File: src/rtl/dotn_accum.sv
// Pipelined LANES-wide signed dot product with optional multi-beat group accumulation.
// Groups are delimited by ifirst/ilast. Each completed group produces one result, with a sticky overflow flag.
module dotn_accum #(
  parameter int IWIDTH = 8,
  parameter int OWIDTH = 32,
  parameter int LANES  = 8
) (
  input  logic                      clk,
  input  logic                      rst,
  input  logic [LANES*IWIDTH-1:0]   vec0,
  input  logic [LANES*IWIDTH-1:0]   vec1,
  input  logic                      ivalid,
  input  logic                      ifirst,
  input  logic                      ilast,
  output logic [OWIDTH-1:0]         result,
  output logic                      ovalid,
  output logic                      oovf
);

  localparam int T  = $clog2(LANES);
  localparam int PW = 2*IWIDTH + T;   // full-precision width of the tree root
  localparam int NN = 2*LANES - 1;    // heap-ordered tree: node 0 root, leaves LANES-1..NN-1

  logic [LANES*IWIDTH-1:0] a0, b0;
  logic [T+1:0]            vld_sr, fst_sr, lst_sr;
  logic signed [PW-1:0]    node [NN];

  logic signed [OWIDTH-1:0] acc, part, acc_nxt;
  logic                     grp_open, ovf_sticky;
  logic                     start, add_ovf, ovf_nxt, fin_vld;

  // Operand capture, products and adder tree. Flags ride a shift register aligned with the tree root.
  always_ff @(posedge clk) begin
    if (rst) begin
      a0     <= '0;
      b0     <= '0;
      vld_sr <= '0;
      fst_sr <= '0;
      lst_sr <= '0;
      for (int i = 0; i < NN; i++) node[i] <= '0;
    end else begin
      a0     <= vec0;
      b0     <= vec1;
      vld_sr <= {vld_sr[T:0], ivalid};
      fst_sr <= {fst_sr[T:0], ifirst};
      lst_sr <= {lst_sr[T:0], ilast};
      for (int k = 0; k < LANES; k++)
        node[LANES-1+k] <= PW'($signed(a0[k*IWIDTH +: IWIDTH])) *
                           PW'($signed(b0[k*IWIDTH +: IWIDTH]));
      for (int i = 0; i < LANES-1; i++)
        node[i] <= node[2*i+1] + node[2*i+2];
    end
  end

  // A beat with no open group counts as an implicit first beat.
  always_comb begin
    fin_vld = vld_sr[T+1];
    part    = OWIDTH'(node[0]);
    start   = fst_sr[T+1] || !grp_open;
    acc_nxt = start ? part : acc + part;
    add_ovf = !start && (acc[OWIDTH-1] == part[OWIDTH-1]) &&
              (acc_nxt[OWIDTH-1] != acc[OWIDTH-1]);
    ovf_nxt = (!start && ovf_sticky) || add_ovf;
  end

  always_ff @(posedge clk) begin
    if (rst) begin
      acc        <= '0;
      grp_open   <= 1'b0;
      ovf_sticky <= 1'b0;
      result     <= '0;
      ovalid     <= 1'b0;
      oovf       <= 1'b0;
    end else begin
      ovalid <= 1'b0;
      if (fin_vld) begin
        acc        <= acc_nxt;
        ovf_sticky <= ovf_nxt;
        grp_open   <= !lst_sr[T+1];
        if (lst_sr[T+1]) begin
          result <= acc_nxt;
          oovf   <= ovf_nxt;
          ovalid <= 1'b1;
        end
      end
    end
  end

endmodule

File: config.mk
export PLATFORM = sky130hd
export DESIGN_NAME = dotn_accum
export DESIGN_NICKNAME = d
export VERILOG_FILES = /design/src/rtl/dotn_accum.sv
export SDC_FILE = /design/constraint.sdc
export NUM_CORES = 2
export LEC_CHECK = 0
export ABC_AREA = 1
export CORE_MARGIN = 8
export CORE_UTILIZATION = 64
export CTS_BUF_LIST = sky130_fd_sc_hd__clkbuf_8
export DETAILED_ROUTE_END_ITERATION = 7
export PLACE_DENSITY = 0.8
export SKIP_LAST_GASP = 1
export SLEW_MARGIN = 20
export SYNTH_ARGS = -nofsm -noshare
export SYNTH_HDL_FRONTEND = slang
export SYNTH_SLANG_ARGS = --single-unit
File: constraint.sdc
create_clock -name clk -period 5.2 [get_ports clk]
set_clock_uncertainty 0.2 [all_clocks]
set_input_delay 1.04 -clock clk [delete_from_list [all_inputs] [get_ports clk]]
set_output_delay 1.04 -clock clk [all_outputs]
set_load 0.01 [all_outputs]
* Word-level counts from Yosys, hierarchy flattened
Memory sizes are Yosys's and may differ from the RTL's.
Cells that the tools add are included.
** Storage, ports and cells
- Register bits :: 211
- Memory bits (writable) :: 285
- Input bits :: 133
- Output and inout port bits :: 34
- Word-level logic and storage cells :: 76
- Memories kept :: 1
** Memory list
- node :: depth 15, width 19, rd ports 15, clocked after memory_dff 0, write ports 15, RTL line 26 : logic signed [PW-1:0] node [NN];
** Operators by class
- Add/sub/neg operators :: 8
- Multipliers :: 8
- Equal/unequal tests :: 2
- Multiplexer cells :: 20
- Bitwise operators :: 16
- Reductions and logical operators :: 10
** Operators with widths (number)
- $mux W19 :: 15
- $add A19 B19 Y19 :: 7
- $mul A8 B8 Y16 :: 8
- $add A32 B19 Y32 :: 1
- $mux W32 :: 1
- $or A1 B1 Y1 :: 15
- $mux W1 :: 4
- $logic_and A1 B1 Y1 :: 3
- $logic_not A1 Y1 :: 3
- $logic_or A1 B1 Y1 :: 2
- $reduce_and A2 Y1 :: 1
- $reduce_or A2 Y1 :: 1
- $eq A1 B1 Y1 :: 1
- $ne A1 B1 Y1 :: 1
- $not A1 Y1 :: 1

* Depth between registers and ports, before layout
- Depth in word-level cells :: 6
- Depth in mapped cells :: 23
- Depth with buffers taken out :: 22

* Least setup slack after synthesis
No wires, ideal clock.
- Path kind :: register to register
- From :: register b0[34]
- To :: memory node[1][75] (netlist bit)
- Library setup time :: 0.113 ns
- Data arrival time :: 3.932 ns
- Required time :: 4.887 ns
- Slack :: 0.955 ns
- Cell stages (with the launch flop) :: 20
- Path buffers :: 1
- Period minus slack after synthesis :: 4.245 ns
- Cells stage by stage :: dfxtp_1 -> clkbuf_1 -> nand2_1 -> fa_1 -> fa_1 -> inv_1 -> fa_1 -> inv_1 -> fa_1 -> inv_1 -> ha_1 -> inv_1 -> nor3_1 -> nand3_1 -> nand4_1 -> nand2_1 -> nand2_1 -> a21oi_1 -> nor2_1 -> nor2_1
** RTL lines
- start: declaration :: RTL line 24 : logic [LANES*IWIDTH-1:0] a0, b0;
- start signal: assignment :: RTL line 43 : b0 <= vec1;
- end: declaration :: RTL line 26

==> results.py <==
metrics = {
    "run_status": {
        "status": "completed",
    },
    "layout": {
        "nNetsFinal": 6577,
        "fin_cells": 6534,
        "area_growth_pct": 9.65,
        "fillers": 5288,
        "final_layout_size_suffix_gt1_share_pct": 3.61,
        "fin_util_pct": 70.7,
    },
    "route": {
        "routedWlPerCell_um": 13.7,
        "vias": 33500,
        "totalWireLength_um": 89300,
        "drt-initial-drc-count": 2134,
        "drt_pre_antenna_iters": 6,
        "ant_nets": 0,
        "vias_per_cell": 5.12,
        "drc": 0,
    },
    "power_and_ir_drop": {
        "power_frac_seq_pct": 35.5,
        "intPower_w": 0.00802,
        "power.density_nw_per_um2": 282,
        "leakage_nw": 25.6,
        "p_sw_share_pct": 37.3,
        "power.net_switching_w": 0.00477,
        "ir_worst_vdd_mv": 0.209,
        "p_comb_share_pct": 34.3,
        "power.share.clock_pct": 30.2,
    },
    "timing": {
        "setup-tns-final_ns": 0,
        "holdWs_ns": 0.192,
        "finalCritPeriodShare_pct": 87.8,
        "fin_crit_ns": 4.57,
        "rsz0062_at_grt": "false",
        "maxSlewHeadroom_pct": 38.7,
        "worst_pin_slew_ns": 0.920,
        "hold_viol": 0,
        "finalSetupViolCount": 0,
        "drv_slew": 0,
        "max_freq_mhz": 219,
    },
    "setup_path": {
        "cp.arrival_ns": 4.93,
        "worst-r2r-cell-count": 18,
        "critPathMaxFanout": 8,
        "cp_slowest_stage_delay_ns": 0.49,
        "r2r-end": "node[1][107]",
        "cp.required_ns": 5.56,
        "r2r_setup_slack_ns": 0.63,
        "path_buf_inv": 4,
        "crit_family": "adder cells",
        "critical_path_class": "flop to flop",
        "crit_slowest_cell": "fa_1",
        "reg2reg_from": "b0[55]",
        "worstSetupStartpointType": "flop",
        "cp-end-kind": "flop",
        "cp_cell_sequence": "inv_1 -> or2_2 -> fa_1 -> fa_1 -> inv_1 -> fa_1 -> inv_1 -> fa_1 -> inv_1 -> ha_1 -> a21oi_1 -> o21ai_0 -> a21oi_1 -> nor2_1 -> o21ai_0 -> nand3_1 -> nand2_1 -> nor2_1",
        "path_depth": 18,
    },
    "synth": {
        "yosysWarnings": 0,
        "yosysTopAreaCell": "dfxtp_1",
        "muxShareOfSynthArea_pct": 0.0725,
        "synth_area_um2": 41400,
        "synth_fa_ha_area_share_pct": 33.2,
        "synth.area.top_cells": "dfxtp_1, fa_1, inv_1, ha_1, nand2_1",
        "syn_nets": 6504,
        "yosys.area.top_type_share_pct": 22.8,
        "async_flop_share_pct": 0,
        "syn_avg_cell_area_um2": 7.47,
        "synth_xor_area_share_pct": 1.40,
        "ys_seq_area_share_pct": 22.8,
        "synth-edff-count": 0,
        "synth_top_family_by_area": "adder cells",
        "ys.flop_type": "dfxtp_1",
        "yosysMostFrequentCell": "inv_1",
        "synth.distinct_cells": 50,
        "synthSimpleGateAreaFrac_pct": 16.7,
        "synth-seq-cells": 472,
        "yosys-top-cells-count": "inv_1, nand2_1, dfxtp_1, nor2_1, fa_1",
        "synth_compound_area_share_pct": 10.7,
        "netlist_instances": 5542,
    },
    "clocking": {
        "cts_tree": "yes",
        "cts_made_buffers": 82,
        "cts_hold_buf": 0,
        "clk_pin_slew_ns": 0.07,
        "cts_sinks": 472,
        "cts_repair_resize_count": 0,
        "cts_buffer_depth": 3,
        "cts_max_level": 3,
        "cts_root_buf": "clkbuf_8",
        "cts_setup_buffers": 0,
        "insertion_delay_ns": 0.69,
    },
    "place": {
        "dpl.cell_count": 6386,
        "portBuffers": 166,
        "dp_hpwl_um": 71600,
        "gp_congestion": 0.936,
    },
    "global_routing": {
        "grt.total_usage_pct": 24.7,
        "grt_pass1_vias": 34100,
        "grt_overflow_total": 0,
        "antenna_found_initial": 2,
        "grt_pass1_wl_um": 155000,
        "grt_max_degree": 97,
    },
    "die": {
        "die_y_um": 270,
        "dieArea_um2": 73100,
        "fp.coreArea_um2": 64200,
        "die_width_um": 270,
        "pin_count": 167,
        "rows": 93,
        "start_util_pct": 64.4,
    },
    "min_path": {
        "worstHoldEndpoint": "vld_sr[1]",
        "min_path_type": "flop to flop",
        "holdPathStages": 2,
        "hp-start": "vld_sr[0]",
    },
    "run": {
        "maxCapViolCount": 0,
    },
}
==> power groups by stage <==
stage	clock network, W	registers, W	logic [W]
floorplan	0	0.00435	0.00344
global placement	0	0.00460	0.00421
detailed placement	0	0.00461	0.00432
CTS	0.00395	0.00453	0.00437
global route	0.00412	0.00458	0.00507
finish	0.00386	0.00454	0.00439
==> sequential cells by signal, summed over array words and instances, names as in the netlist <==
register    cells
a0             64
acc            32
b0             64
fst_sr          5
grp_open        1
lst_sr          5
node          261
oovf            1
ovalid          1
ovf_sticky      1
result         32
vld_sr          5
==> kinds of logic (layout without fill, tap and decap cells) <==
group / count (synthesis) / after routing
other cells: 0 / 1
flops: 472 / 472
mux: 3 / 3
xor+xnor: 66 / 66
simple gates: 1714 / 1714
fa+ha+maj: 829 / 829
compound gates: 801 / 801
buf+inv: 1657 / 1793
==> cell usage in the layout, fill, tap and decap left out, drive strengths merged, types with 8 or more instances in the layout <==
master and n:
nor4 8, a21oi 383, clkdlybuf4s50 165, dfxtp 472, nand4 24, a21boi 8
nand2 1000, or2 19, clkbuf 104, inv 1487, o211ai 13, nor2 455
o21bai 23, nor3 37, bufinv 8, a21o 27, xor2 19, ha 381
xnor2 47, o2111ai 11, o21a 31, buf 11, a31oi 30, o21ai 263
clkinv 14, nand3 159, fa 448
==> worst min-delay path, cell delays in order (launching register included) <==
cell     delay, ns
dfxtp_1       0.29
inv_1         0.04
nor2_1        0.03
==> worst max path at each step <==
| stage | from | end | slack (ns) |
|---|---|---|---|
| finish | b0[55] | node[1][107] | 0.63 |
| global placement | b0[10] | node[1][12] | 0.73 |
| CTS | b0[34] | node[1][75] | 0.66 |
| detailed placement | b0[34] | node[1][75] | 0.70 |
| floorplan | b0[34] | node[1][75] | 0.96 |
| global route | b0[55] | node[1][107] | 0.25 |
==> cell type report <==
cell class	count	area, um2	area share, %
Multi-Input combinational cell	3413	25700	56.6
Sequential cell	472	9450	20.8
Inverter	1470	5520	12.2
Timing Repair Buffer	176	1740	3.84
Clock buffer	104	1430	3.15
Tap cell	855	1070	2.36
Clock inverter	43	465	1.03
Antenna cell	1	2.50	0.00551
==> per-stage QoR <==
stage	power, W	worst slack [ns]	instance area (um2)
after floorplan	0.00778	0.955	41400
after global routing	0.0138	0.255	45400
final	0.0128	0.634	45400
after detailed placement	0.00892	0.697	43500
after global placement	0.00881	0.735	43500
after CTS	0.0129	0.664	45400
==> routing by layer <==
| metal | vias up | wire (um) | global-route usage [%] |
|---|---|---|---|
| met4 | 0 | 2290 | 7.42 |
| met1 | 15600 | 39200 | 31.6 |
| met2 | 885 | 42800 | 43.1 |
| met3 | 177 | 5010 | 3.65 |
| li1 | 16800 | - | - |
| met5 | - | 0 | 0 |
No activity file was read; power rests on OpenSTA's default activity.
